<file path="config.mk">
export PLATFORM = sky130hd
export DESIGN_NAME = uart_rx_flat
export DESIGN_NICKNAME = d
export VERILOG_FILES = /design/src/rtl/uart_rx_if.sv /design/src/rtl/uart_rx.sv /design/src/flat_wrapper.sv
export SDC_FILE = /design/constraint.sdc
export NUM_CORES = 1
export LEC_CHECK = 0
export CAP_MARGIN = 20
export CELL_PAD_IN_SITES_DETAIL_PLACEMENT = 0
export CELL_PAD_IN_SITES_GLOBAL_PLACEMENT = 2
export CORE_MARGIN = 3
export CORE_UTILIZATION = 30
export CTS_CLUSTER_DIAMETER = 40
export DETAILED_ROUTE_END_ITERATION = 8
export DONT_BUFFER_PORTS = 1
export PLACE_DENSITY_LB_ADDON = 0.1
export SLEW_MARGIN = 0
export SYNTH_ARGS = -nofsm -noshare
export SYNTH_HDL_FRONTEND = slang
export SYNTH_SLANG_ARGS = --single-unit
</file>
<file path="constraint.sdc">
create_clock -name sys_clk -period 3 [get_ports sys_clk]
set_clock_uncertainty 0.2 [all_clocks]
set_input_delay 0.9 -clock sys_clk [delete_from_list [all_inputs] [get_ports sys_clk]]
set_output_delay 0.9 -clock sys_clk [all_outputs]
set_load 0.01 [all_outputs]
</file>
<file path="src/rtl/uart_rx_if.sv">
// uart_rx_if: serial pin plus received-byte / status strobes of the UART receiver.
// Latency: none, wires only.
// Backpressure: none; the receiver side only produces single-cycle strobes.
interface uart_rx_if;
   logic       uart_rxd;
   logic [7:0] uart_dout;
   logic       uart_rx_done;
   logic       uart_rx_busy;
   logic       uart_frame_err;
   logic       uart_parity_err;

   // line driver / byte consumer side
   modport master (
      output uart_rxd,
      input  uart_dout, uart_rx_done, uart_rx_busy, uart_frame_err, uart_parity_err
   );

   // receiver side
   modport slave (
      input  uart_rxd,
      output uart_dout, uart_rx_done, uart_rx_busy, uart_frame_err, uart_parity_err
   );
endinterface

</file>
<file path="src/rtl/uart_rx.sv">
// uart_rx: 8N1 UART receiver, LSB first, idle-high; `UART_RX_PARITY_EN adds an even parity bit.
// Latency: done 3 + 9*BPS_CNT + BPS_CNT/2 cycles after the pin falls (+BPS_CNT with parity).
// Backpressure: none; done/frame_err/parity_err are one-cycle strobes, uart_dout holds until next good byte.
module uart_rx #(
   parameter int CLOCK_FREQ = 50_000_000,
   parameter int UART_BPS   = 1_000_000
) (
   input  logic     sys_clk,
   input  logic     sys_rst_n,
   uart_rx_if.slave rx
);

   // sys_clk cycles per bit; values below 8 are not supported
   localparam int          BPS_CNT = CLOCK_FREQ / UART_BPS;
   localparam logic [15:0] BPS_MAX = 16'(BPS_CNT - 1);
   localparam logic [15:0] BPS_MID = 16'(BPS_CNT / 2);

   typedef enum logic [2:0] {
      IDLE, START, DATA, PARITY, STOP, WAIT_IDLE
   } state_t;

   state_t      state;
   logic        rxd_d0;
   logic        rxd_d1;
   logic [15:0] bps_cnt;
   logic [2:0]  bit_cnt;
   logic [7:0]  rx_shift;
   logic [7:0]  dout;
   logic        done;
   logic        busy;
   logic        frame_err;
   logic        sample;

   // mid-bit strike point of the bit timer
   assign sample = (bps_cnt == BPS_MID);

   // two-flop synchroniser for the asynchronous pin; resets to the idle level
   always_ff @(posedge sys_clk or negedge sys_rst_n) begin
      if (!sys_rst_n) begin
         rxd_d0 <= 1'b1;
         rxd_d1 <= 1'b1;
      end else begin
         rxd_d0 <= rx.uart_rxd;
         rxd_d1 <= rxd_d0;
      end
   end

`ifdef UART_RX_PARITY_EN
   logic parity_bad;
   logic parity_err;
`endif

   // frame FSM, bit timer, shift register and registered strobes
   always_ff @(posedge sys_clk or negedge sys_rst_n) begin
      if (!sys_rst_n) begin
         state      <= IDLE;
         bps_cnt    <= '0;
         bit_cnt    <= '0;
         rx_shift   <= '0;
         dout       <= '0;
         done       <= 1'b0;
         busy       <= 1'b0;
         frame_err  <= 1'b0;
`ifdef UART_RX_PARITY_EN
         parity_bad <= 1'b0;
         parity_err <= 1'b0;
`endif
      end else begin
         done      <= 1'b0;
         frame_err <= 1'b0;
`ifdef UART_RX_PARITY_EN
         parity_err <= 1'b0;
`endif
         // busy trails the return to IDLE by one cycle so it still covers the done cycle
         busy <= (state != IDLE);
         if (state != IDLE) begin
            bps_cnt <= (bps_cnt == BPS_MAX) ? 16'd0 : bps_cnt + 16'd1;
         end
         case (state)
            IDLE: begin
               if (rxd_d1 && !rxd_d0) begin
                  state   <= START;
                  bps_cnt <= '0;
                  bit_cnt <= '0;
                  busy    <= 1'b1;
               end
            end
            START: begin
               if (sample) begin
                  // a start bit that is high again at mid-bit was only a glitch
                  state <= rxd_d1 ? IDLE : DATA;
               end
            end
            DATA: begin
               if (sample) begin
                  rx_shift[bit_cnt] <= rxd_d1;
                  bit_cnt           <= bit_cnt + 3'd1;
                  if (bit_cnt == 3'd7) begin
`ifdef UART_RX_PARITY_EN
                     state <= PARITY;
`else
                     state <= STOP;
`endif
                  end
               end
            end
`ifdef UART_RX_PARITY_EN
            PARITY: begin
               if (sample) begin
                  parity_bad <= ^{rx_shift, rxd_d1};
                  state      <= STOP;
               end
            end
`endif
            STOP: begin
               if (sample) begin
                  // finishing at mid-stop leaves half a bit to catch a back-to-back start
                  if (rxd_d1) begin
                     state <= IDLE;
`ifdef UART_RX_PARITY_EN
                     if (parity_bad) begin
                        parity_err <= 1'b1;
                     end else begin
                        dout <= rx_shift;
                        done <= 1'b1;
                     end
`else
                     dout <= rx_shift;
                     done <= 1'b1;
`endif
                  end else begin
                     frame_err <= 1'b1;
                     state     <= WAIT_IDLE;
                  end
               end
            end
            WAIT_IDLE: begin
               // a held-low line (break) must not be taken for a stream of new starts
               if (rxd_d1) begin
                  state <= IDLE;
               end
            end
            default: state <= IDLE;
         endcase
      end
   end

   assign rx.uart_dout      = dout;
   assign rx.uart_rx_done   = done;
   assign rx.uart_rx_busy   = busy;
   assign rx.uart_frame_err = frame_err;
`ifdef UART_RX_PARITY_EN
   assign rx.uart_parity_err = parity_err;
`else
   assign rx.uart_parity_err = 1'b0;
`endif

endmodule

</file>
<file path="src/flat_wrapper.sv">
// flat-port wrapper written by rule: the top's interface ports become plain ports
module uart_rx_flat 
#(
   parameter int CLOCK_FREQ = 50_000_000,
   parameter int UART_BPS   = 1_000_000
)
  (sys_clk, sys_rst_n, rx_uart_rxd, rx_uart_dout, rx_uart_rx_done, rx_uart_rx_busy, rx_uart_frame_err, rx_uart_parity_err);
  uart_rx_if rx_i ();
  input  logic sys_clk;
  input  logic sys_rst_n;
  input wire logic [$bits(rx_i.uart_rxd)-1:0] rx_uart_rxd;
  output wire logic [$bits(rx_i.uart_dout)-1:0] rx_uart_dout;
  output wire logic [$bits(rx_i.uart_rx_done)-1:0] rx_uart_rx_done;
  output wire logic [$bits(rx_i.uart_rx_busy)-1:0] rx_uart_rx_busy;
  output wire logic [$bits(rx_i.uart_frame_err)-1:0] rx_uart_frame_err;
  output wire logic [$bits(rx_i.uart_parity_err)-1:0] rx_uart_parity_err;
  assign rx_i.uart_rxd = rx_uart_rxd;
  assign rx_uart_dout = rx_i.uart_dout;
  assign rx_uart_rx_done = rx_i.uart_rx_done;
  assign rx_uart_rx_busy = rx_i.uart_rx_busy;
  assign rx_uart_frame_err = rx_i.uart_frame_err;
  assign rx_uart_parity_err = rx_i.uart_parity_err;
  uart_rx #(.CLOCK_FREQ(CLOCK_FREQ), .UART_BPS(UART_BPS)) u_core (.sys_clk(sys_clk), .sys_rst_n(sys_rst_n), .rx(rx_i));
endmodule
</file>
# After elaboration in Yosys (flattened, before gate mapping)
# Cells that the tools add are included.
# op_classes
n_reduce_logical	10
n_lt_le_gt_ge	2
n_eq_ne	13
mux	27
n_addsub	2
# ops
operator	count
2-to-1 mux 16 bit	4
2-to-1 mux 3 bit	9
adder 16 x 1 -> 16 bit (second input constant)	1
== test 16 x 5 -> 1 bit (second input constant)	1
== test 16 x 6 -> 1 bit (second input constant)	1
case mux 3 bit (5 select lines)	1
!= test 2 x 1 -> 1 bit (second input constant)	6
== test 3 bit (second input constant)	3
2-to-1 mux 1 bit	9
bitwise mux 8 bit	1
case mux 3 bit (2 select lines)	1
AND reduction 3 bit	2
AND reduction 6 bit	1
less-than comparator 3 x 4 -> 1 bit (second input constant)	1
adder 3 x 1 -> 3 bit (second input constant)	1
demux 1 bit (select 3 bit)	1
== test 3 x 1 -> 1 bit (second input constant)	1
== test 3 x 2 -> 1 bit (second input constant)	1
>= comparator 3 x 1 -> 1 bit (second input constant)	1
logical NOT 3 bit	1
nonzero test 3 bit	1
logical AND 1 bit	2
2-to-1 mux 2 bit	1
AND reduction 2 bit	1
other kinds (2)	2
# word_totals
wordCells	64
in_bits	3
reg_bits	43

# Logic depth before layout (Yosys ltp)
# Gate-level depths: netlist of the first run.
# depth
depth_word	5
depth_mapped	8
depth_no_buf	7

# Worst setup path after synthesis of the first run
# Ideal clock, no wire load.
# synth_timing
path_kind	reg-to-reg
from	reg u_core.bps_cnt[1]
to	reg u_core.rx_shift[2]
path_slack_ns	0.431
arrival_ns	2.244
stages_incl_launch_ff	8
synth_period_minus_slack_ns	2.569
setup_ns	0.125
path_cell_list	dfrtp_1 > inv_1 > ha_1 > or4b_4 > nor4_1 > nand3_1 > nor4b_2 > mux2_2
# synth_via
elab_chain_cells	2
# synth_rtl
element	line	rtl
start, declared	uart_rx.sv:25	logic [15:0] bps_cnt;
start signal, assigned	uart_rx.sv:77	bps_cnt <= (bps_cnt == BPS_MAX) ? 16'd0 : bps_cnt + 16'd1;
== test 16 x 5 -> 1 bit	uart_rx.sv:35	assign sample = (bps_cnt == BPS_MID);
AND reduction 2 bit (no source line)	-	
end signal, assigned by index	uart_rx.sv:96	rx_shift[bit_cnt] <= rxd_d1;
end, declared	uart_rx.sv:27	logic [7:0] rx_shift;
# Every way passes these cells.
# A chain may end at the register's enable or synchronous reset.

# Worst setup path in the final report of the first run
# Same ends and word-level chain as after synthesis.

==> results.tsv, run 1 <==
metric	value	unit
outcome	finished, final reports clean	
Clock Sinks	43	
Avg Cell Area, Syn	10.40	um2
Seq/Total Area, Yosys	51.34	%
crit start category	flip-flop	
maximum buffer depth of the clock tree	2	
Die W	89.68	um
Max Cap Violations	0	
GRT Util Overall	12.67	%
TritonCTS clock tree	done	
WP data required	2.99	ns
Ports	15	
total number of vias	1522	
H-tree depth	2	
clock latency on the worst-skew pair	0.29	ns
RSZ-0062 raised after global routing	false	
Final Hold Vio Count	0	
f_max	361.7	MHz
vias per cell	5.159	
peak supply drop	0.0001946	V
final antenna-violating net count	0	
First-pass DRT Iterations	4	
Primary FF master, synth	dfrtp_1	
Yosys cell types	46	
final worst-path setup slack	0.2354	ns
pwr dens	633.6	mW/mm2
layout cell share with drive strength beyond 1	18.81	%
antenna violations before repair	0	
Die Span Y	89.68	um
Hold Path Class	in2async	
hold_buf cts	0	
CTS Buf Count	5	
Placement Setup Slack	0.2147	ns
remaining global-route overflow	0	
vias in the first global route	1562	
die area	0.008043	mm2
core area	0.006568	mm2
first-pass GRT wire length	7776	um
Port Buffer Count	0	
row count	29	
final WL	4644	um
Synth async-reset ratio	100.0	%
Layout area overhead	9.887	%
max-slew violation total from the final report	0	
Rel. slew slack	30.35	%
mapped cell area	0.002101	mm2
post-DP HPWL	3192	um
critical path type	reg2reg	
final net count	208	
DRC errors left	0	
ANT cells	0	
synthesized instance count	202	
global placement routability congestion	0.7802	
crit path DAT	2.75	ns
Tmin final	2.765	ns
DR WL/cell	15.74	um
CP Capture Type	flip-flop	
Synth Register Bits	43	
Synthesized Nets	209	
Initial Utilization	31.99	%
Leak	1.019	nW
worst slew pin tran	1.041	ns
Final TNS setup	0	ns
Final setup viols	0	
largest net degree at the start of global routing	44	
Clock transition at path regs	0.09	ns
R2R setup slack	0.24	ns
DR iter-0 viols	41	
Worst Path Max Fanout	8	
root buf cell	clkbuf_8	
synth warn	0	
number of synthesized flops with an enable pin	0	
fin crit share	92.15	%
## through the flow
step | hold slack, ns | power, W | cells | instance area [um2] | util (%)
2_1_floorplan | 0.1581 | 0.0009281 | 202 | 2101 | -
3_3_place_gp | 0.1621 | 0.001010 | 287 | 2191 | 33.36
3_5_place_dp | 0.1681 | 0.001016 | 287 | 2191 | 33.36
4_1_cts | 0.07243 | 0.001478 | 295 | 2303 | 35.07
5_1_grt | 0.06627 | 0.001553 | 295 | 2308 | 35.15
6_report | 0.08897 | 0.001463 | 295 | 2308 | 35.15
## layer usage
metal  part of all wire (%)  global-route usage, %  up-vias
met5                      0                      0        -
met4                    1.5                  4.465        0
met3                    3.2                  3.193        6
met2                     49                  21.54       22
met1                     46                  15.51      762
li1                       -                      -      732
## synth_stat cells, drive strengths merged, types with 3 or more instances
master | count | share of area, %
nor4b | 3 | 1.8
a21oi | 10 | 2.4
nand4 | 3 | 0.89
mux2 | 16 | 8.6
dfrtp | 41 | 49
ha | 4 | 2.4
nand3b | 3 | 1.1
o21ai | 8 | 1.9
nor3 | 4 | 0.95
clkbuf | 6 | 1.1
nand3 | 14 | 3.3
nor4 | 5 | 1.8
nor2 | 13 | 2.3
or4 | 4 | 1.8
a31oi | 8 | 2.4
nand2 | 20 | 3.6
inv | 4 | 0.71
buf | 5 | 1.2
or3 | 5 | 1.5
## cell type report
cell class	count	area, um2
clock inverter	3	43.79
tap	93	116.4
sequential	43	1079
timing repair buffer	3	22.52
multi-input combinational	144	963.4
inverter	4	15.01
clock buffer	5	68.82
fill	667	4259
## logic make-up (layout without fill, tap and decap cells)
kind of cell / after synthesis / in the layout / synth area share [%]
other: 1 / 1 / 0.1785
adders and majority gates: 4 / 4 / 2.382
AOI/OAI and AO/OA: 34 / 34 / 9.769
xor gates and xnor gates: 1 / 1 / 0.4170
DFF: 43 / 43 / 51.34
buffers and inverters: 15 / 15 / 3.037
muxes: 16 / 16 / 8.576
and+or+nand+nor: 88 / 88 / 24.30
## sequential cells by signal, summed over array words and instances, names as in the netlist
signal                    cells
u_core.rx.uart_rx_busy        1
u_core.rx.uart_dout           8
u_core.bit_cnt                3
u_core.rx_shift               8
u_core.rx.uart_frame_err      1
u_core.rx.uart_rx_done        1
u_core.state                  3
u_core.rxd_d0                 1
u_core.bps_cnt               16
u_core.rxd_d1                 1
## cells in the final DEF (no fill, tap or decap), types with 5 or more instances in the layout
| cell | synthesis | layout |
|---|---|---|
| o21ai_0 | 8 | 8 |
| a31oi_1 | 8 | 8 |
| clkbuf_8 | 0 | 5 |
| nand3_1 | 14 | 13 |
| a21oi_1 | 10 | 10 |
| or3_1 | 5 | 5 |
| mux2_2 | 16 | 16 |
| dfrtp_1 | 41 | 41 |
| nor2_1 | 13 | 13 |
| nand2_1 | 20 | 20 |
## path summary, 6_finish.rpt
kind | start | to | cells after the start
setup / recovery | u_core.bps_cnt[1]$_DFF_PN0_ | u_core.rx_shift[2]$_DFFE_PN0P_ | 7
hold / removal | sys_rst_n | u_core.bit_cnt[0]$_DFFE_PN0P_ | 0
setup reg to reg | u_core.bps_cnt[1]$_DFF_PN0_ | u_core.rx_shift[2]$_DFFE_PN0P_ | 7
hold reg to reg | u_core.rxd_d0$_DFF_PN1_ | u_core.rxd_d1$_DFF_PN1_ | 0
max in group asynchronous | sys_rst_n | u_core.rxd_d0$_DFF_PN1_ | 0
min in group sys_clk | u_core.rxd_d0$_DFF_PN1_ | u_core.rxd_d1$_DFF_PN1_ | 0
## critical path, stage by stage (launching register included)
cell and delay, ns:
dfrtp_1 0.41, inv_1 0.08, ha_1 0.13, or4b_4 0.49, nor4_1 0.47, nand3_2 0.24
nor4b_2 0.30, mux2_2 0.35
## power breakdown
| part | switching, W | total [W] | internal [W] |
|---|---|---|---|
| clock network | 0.000207 | 0.000455 | 0.000248 |
| logic | 0.000184 | 0.000296 | 0.000112 |
| registers | 0.0000802 | 0.000712 | 0.000632 |
## what timing repair did
item | CTS | global route
gates resized for setup | 0 | 1
buffers inserted | 0 | 0
endpoints found under the hold margin | 0 | 0
setup endpoints to repair | 0 | 4
Power figures use the tool's default switching activity.
==> inputs of run 2 (changes only) <==
--- a/config.mk
+++ b/config.mk
@@ -9,10 +9,11 @@
 export CELL_PAD_IN_SITES_DETAIL_PLACEMENT = 0
 export CELL_PAD_IN_SITES_GLOBAL_PLACEMENT = 2
 export CORE_MARGIN = 3
-export CORE_UTILIZATION = 30
+export CORE_UTILIZATION = 41
 export CTS_CLUSTER_DIAMETER = 40
 export DETAILED_ROUTE_END_ITERATION = 8
 export DONT_BUFFER_PORTS = 1
+export GPL_ROUTABILITY_DRIVEN = 0
 export PLACE_DENSITY_LB_ADDON = 0.1
 export SLEW_MARGIN = 0
 export SYNTH_ARGS = -nofsm -noshare
==> results.tsv, run 2 (same netlist as run 1, synthesis figures left out) <==
metric	value	unit	change
clock latency on the worst-skew pair	0.30	ns	about the same
DR iter-0 viols	86		+110%
final antenna-violating net count	0		unchanged
die area	0.006019	mm2	-25%
Layout area overhead	7.088	%	
crit path DAT	2.88	ns	+0.13 ns
ANT cells	0		unchanged
final net count	207		-0.48%
hold_buf cts	0		unchanged
Rel. slew slack	33.16	%	+2.8 points
row count	25		-14%
remaining global-route overflow	0		unchanged
vias in the first global route	1542		-1.3%
DRC errors left	0		unchanged
H-tree depth	2		unchanged
Max Cap Violations	0		unchanged
CTS Buf Count	5		unchanged
Die Span Y	77.58	um	-13%
total number of vias	1564		+2.8%
CP Capture Type	flip-flop		
Worst Path Max Fanout	8		unchanged
Port Buffer Count	0		unchanged
Placed Area	0.002151	mm2	-1.8%
Final Hold Vio Count	0		unchanged
final WL	4320	um	-7.0%
worst slew pin tran	0.9989	ns	-0.04208 ns
vias per cell	5.836		+13%
WP data required	2.99	ns	about the same
core area	0.004848	mm2	-26%
GRT Util Overall	15.66	%	+3.0 points
root buf cell	clkbuf_8		
Post-CTS Setup Inserts	0		unchanged
Final TNS setup	0	ns	unchanged
antenna violations before repair	0		unchanged
pwr dens	611.0	mW/mm2	-3.6%
Hold Path Class	in2async		
fin crit share	96.53	%	+4.4 points
Placement Setup Slack	0.1795	ns	-0.03522 ns
Leak	0.9999	nW	-1.9%
commonest non-fill, non-tap cell in the layout	dfrtp_1		
post-CTS resize count	0		unchanged
maximum buffer depth of the clock tree	2		unchanged
Initial Utilization	43.33	%	+11 points
max reg flops	16		unchanged
DR WL/cell	16.12	um	+2.4%
critical path type	reg2reg		
Die W	77.58	um	-13%
first-pass GRT wire length	7569	um	-2.7%
Clock transition at path regs	0.09	ns	about the same
Clock Sinks	43		unchanged
Final setup viols	0		unchanged
max-slew violation total from the final report	0		unchanged
f_max	345.3	MHz	-4.5%
layout cell share with drive strength beyond 1	18.41	%	-0.40 points
Ports	15		unchanged
outcome	finished, final reports clean		
largest net degree at the start of global routing	44		unchanged
design area	0.002250	mm2	-2.5%
crit start category	flip-flop		
peak supply drop	0.0002491	V	+28%
Tmin final	2.896	ns	+0.1314 ns
final worst-path setup slack	0.1040	ns	-0.1314 ns
register bank with the most flops	u_core.bps_cnt		
post-DP HPWL	2928	um	-8.3%
TritonCTS clock tree	done		
most frequent cells in the layout	dfrtp_1, nand2_1, mux2_2, nor2_1, nand3_1		
First-pass DRT Iterations	5		+1
[run 2: cell count changes in the layout (fill, tap and decap cells not counted), sizes merged]
cell and delta:
buf -1, bufinv -1, clkinvlp +1
[run 2: metrics by stage]
stage / std cells / power, W / utilization [%] / hold slack [ns]
floorplan: 202 / 0.0009281 / - / 0.1581
global placement: 260 / 0.0009956 / 44.36 / 0.1603
detailed placement: 260 / 0.001003 / 44.36 / 0.1634
CTS: 268 / 0.001385 / 46.30 / 0.07511
global route: 268 / 0.001475 / 46.40 / 0.05023
finish: 268 / 0.001375 / 46.40 / 0.08773
[run 2: power by group]
part           internal, W  total (W)  switching (W)
Combinational     0.000111   0.000288       0.000177
Sequential        0.000632   0.000709      0.0000770
Clock             0.000166   0.000378       0.000211
Total             0.000909    0.00137       0.000465
[run 2: path summary, 6_finish.rpt]
kind                                                  end                        start  cells after the start  slack (ns)
hold reg to reg                   u_core.rxd_d1$_DFF_PN1_      u_core.rxd_d0$_DFF_PN1_                      0        0.18
hold / removal                u_core.bps_cnt[6]$_DFF_PN0_                    sys_rst_n                      0        0.09
setup / recovery           u_core.rx_shift[2]$_DFFE_PN0P_  u_core.bps_cnt[1]$_DFF_PN0_                      7        0.10
max in group asynchronous         u_core.rxd_d1$_DFF_PN1_                    sys_rst_n                      0        2.33
min in group sys_clk              u_core.rxd_d1$_DFF_PN1_      u_core.rxd_d0$_DFF_PN1_                      0        0.18
setup reg to reg           u_core.rx_shift[2]$_DFFE_PN0P_  u_core.bps_cnt[1]$_DFF_PN0_                      7        0.10
[run 2: area by class of cell]
class / instances / area, um2
clock inverters: 3 / 25.02
flip-flops and latches: 43 / 1079
inverters: 4 / 15.01
multi-input cells: 144 / 963.4
repair buffers: 2 / 15.01
fillers: 466 / 2599
well taps: 67 / 83.83
clock buffers: 5 / 68.82
[run 2: per-layer routing]
| metal | wire length (um) | track usage, % | part of all wire, % | up-vias |
|---|---|---|---|---|
| met5 | 0 | 0 | 0 | - |
| li1 | - | - | - | 732 |
| met3 | 149 | 3.828 | 3.4 | 9 |
| met4 | 53 | 4.804 | 1.2 | 0 |
| met1 | 1921 | 19.52 | 44 | 793 |
| met2 | 2195 | 26.63 | 51 | 30 |
[run 2: worst max-delay path: stages (launching register included)]
cell,delay (ns)
dfrtp_1,0.40
inv_1,0.08
ha_1,0.13
or4b_4,0.48
nor4_1,0.52
nand3_2,0.25
nor4b_2,0.36
mux2_2,0.37
==> inputs of run 3 (changes only) <==
--- a/config.mk
+++ b/config.mk
@@ -9,7 +9,7 @@
 export CELL_PAD_IN_SITES_DETAIL_PLACEMENT = 0
 export CELL_PAD_IN_SITES_GLOBAL_PLACEMENT = 2
 export CORE_MARGIN = 3
-export CORE_UTILIZATION = 41
+export CORE_UTILIZATION = 44
 export CTS_CLUSTER_DIAMETER = 40
 export DETAILED_ROUTE_END_ITERATION = 8
 export DONT_BUFFER_PORTS = 1
==> constraint.sdc (replaced) <==
create_clock -name sys_clk -period 3.4 [get_ports sys_clk]
set_clock_uncertainty 0.2 [all_clocks]
set_input_delay 1.02 -clock sys_clk [delete_from_list [all_inputs] [get_ports sys_clk]]
set_output_delay 1.02 -clock sys_clk [all_outputs]
set_load 0.01 [all_outputs]
==> results.tsv, run 3 (same netlist as run 1, synthesis figures left out) <==
metric	value	unit	change
final antenna-violating net count	0		unchanged
DRC errors left	0		unchanged
pwr dens	578.2	mW/mm2	-5.4%
TritonCTS clock tree	done		
Clock power frac	32.4	%	+4.9 points
Worst Path Max Fanout	8		unchanged
net switching power	0.0004021	W	-14%
R2R Path End	u_core.rx_shift[2]$_DFFE_PN0P_		
Die W	75.10	um	-3.2%
Layout area overhead	6.909	%	
most frequent cells in the layout	dfrtp_1, nand2_1, mux2_2, nand3_1, nor2_1		
commonest non-fill, non-tap cell in the layout	dfrtp_1		
H-tree depth	2		unchanged
core area	0.004474	mm2	-7.7%
Final Instance Count excl. Fillers	252		-6.0%
root buf cell	clkbuf_8		
path depth of the worst reg2reg path	7		unchanged
Post-CTS Setup Inserts	0		unchanged
post-CTS resize count	0		unchanged
crit start category	flip-flop		
First-pass DRT Iterations	4		-1
end-of-flow core utilization	50.20	%	+3.8 points
critical path depth in cells	7		unchanged
Pint	0.0008964	W	-1.4%
Clock Sinks	43		unchanged
sequential power share	48.4	%	-3.2 points
Tmin final	2.782	ns	-0.1145 ns
min-delay src	u_core.rxd_d0$_DFF_PN1_		
final WL	4160	um	-3.7%
post-DP HPWL	2822	um	-3.6%
outcome	finished, final reports clean		
worst slew pin tran	0.9901	ns	-0.008733 ns
WP data required	3.38	ns	+0.39 ns
CP Capture Type	flip-flop		
die area	0.005639	mm2	-6.3%
clock latency on the worst-skew pair	0.29	ns	about the same
critical path's slowest cell	or4b_4		
Hold Path Class	reg2reg		
design area	0.002246	mm2	-0.17%
Ports	15		unchanged
hold_buf cts	0		unchanged
Initial Utilization	46.95	%	+3.6 points
antenna violations before repair	0		unchanged
final net count	206		-0.48%
CP cell instances	inv_1 -> ha_1 -> or4b_4 -> nor4_1 -> nand3_1 -> nor4b_2 -> mux2_2		
DR iter-0 viols	186		+120%
Final TNS setup	0	ns	unchanged
Final setup viols	0		unchanged
Max Cap Violations	0		unchanged
Placement Setup Slack	0.6147	ns	+0.4352 ns
largest net degree at the start of global routing	44		unchanged
Leak	1.012	nW	+1.2%
total number of vias	1521		-2.7%
Port Buffer Count	0		unchanged
Placed Cells incl. Taps	244		-6.2%
Die Span Y	75.10	um	-3.2%
vias per cell	6.036		+3.4%
layout cell share with drive strength beyond 1	17.50	%	-0.91 points
remaining global-route overflow	0		unchanged
hold path depth	0		
crit path DAT	2.77	ns	-0.11 ns
max-slew violation total from the final report	0		unchanged
Final Hold Vio Count	0		unchanged
ANT cells	0		unchanged
filler instances	414		-11%
RSZ-0062 raised after global routing	false		
maximum buffer depth of the clock tree	2		unchanged
critical path type	reg2reg		
Bufs and invs on worst path	1		unchanged
DR WL/cell	16.51	um	+2.4%
peak supply drop	0.0003941	V	+58%
CP peak stage delay	0.49	ns	-0.03 ns
row count	24		-4.0%
delay-heaviest family, CP	simple AND/OR/NAND/NOR gates		
final worst-path setup slack	0.6185	ns	+0.5145 ns
fin crit share	81.81	%	-15 points
Placed Area	0.002125	mm2	-1.2%
Hold Path End	u_core.rxd_d1$_DFF_PN1_		
GRT Util Overall	16.39	%	+0.73 points
vias in the first global route	1417		-8.1%
Gate power share	19.2	%	-1.8 points
switching part of the total power	30.96	%	-2.9 points
Rel. slew slack	33.75	%	+0.58 points
Clock transition at path regs	0.09	ns	about the same
register bank with the most flops	u_core.bps_cnt		
CTS Buf Count	5		unchanged
reg2reg start	u_core.bps_cnt[1]$_DFF_PN0_		
f_max	359.5	MHz	+4.1%
first-pass GRT wire length	6982	um	-7.8%
R2R setup slack	0.62	ns	+0.51 ns
max reg flops	16		unchanged
## run 3: stage by stage
step,hold WS [ns],power (W)
2_1_floorplan,0.1581,0.0008189
3_3_place_gp,0.1641,0.0008757
3_5_place_dp,0.1658,0.0008814
4_1_cts,0.1807,0.001311
5_1_grt,0.1775,0.001373
6_report,0.1778,0.001299
## run 3: power groups by stage
stage / logic (W) / clock network, W / registers (W)
3_5_place_dp: 0.000247 / 0 / 0.000634
2_1_floorplan: 0.000210 / 0 / 0.000608
4_1_cts: 0.000249 / 0.000436 / 0.000625
3_3_place_gp: 0.000242 / 0 / 0.000633
6_report: 0.000249 / 0.000421 / 0.000629
5_1_grt: 0.000281 / 0.000455 / 0.000637
## run 3: area by class of cell
type	instances	area, um2	area share, %
clock inverters	2	38.79	1.727
repair buffers	1	7.507	0.3343
multi-input cells	144	958.4	42.67
inverters	4	15.01	0.6685
flip-flops and latches	43	1079	48.02
well taps	52	65.06	2.897
clock buffers	6	82.58	3.677
## run 3: worst register-to-register path, stage by stage, from the launching register on
cell	delay, ns
dfrtp_1	0.41
inv_1	0.08
ha_1	0.14
or4b_4	0.49
nor4_1	0.36
nand3_1	0.29
nor4b_2	0.33
mux2_2	0.36
## run 3: how the worst max path moves through the flow
stage | startpoint | endpoint | slack (ns)
global placement | u_core.bps_cnt[1]$_DFF_PN0_ | u_core.rx_shift[0]$_DFFE_PN0P_ | 0.71
CTS | u_core.bps_cnt[1]$_DFF_PN0_ | u_core.rx_shift[2]$_DFFE_PN0P_ | 0.60
floorplan | u_core.bps_cnt[1]$_DFF_PN0_ | u_core.rx_shift[2]$_DFFE_PN0P_ | 0.83
finish | u_core.bps_cnt[1]$_DFF_PN0_ | u_core.rx_shift[2]$_DFFE_PN0P_ | 0.62
global route | u_core.bps_cnt[1]$_DFF_PN0_ | u_core.rx_shift[2]$_DFFE_PN0P_ | 0.40
detailed placement | u_core.bps_cnt[1]$_DFF_PN0_ | u_core.rx_shift[2]$_DFFE_PN0P_ | 0.61
## run 3: metal layers
layer	up-vias	track usage [%]	wire length [um]
li1	736	-	-
met1	750	24.45	2089
met2	30	22.63	1846
met3	5	4.539	178
met4	0	5.929	45
met5	-	0	0
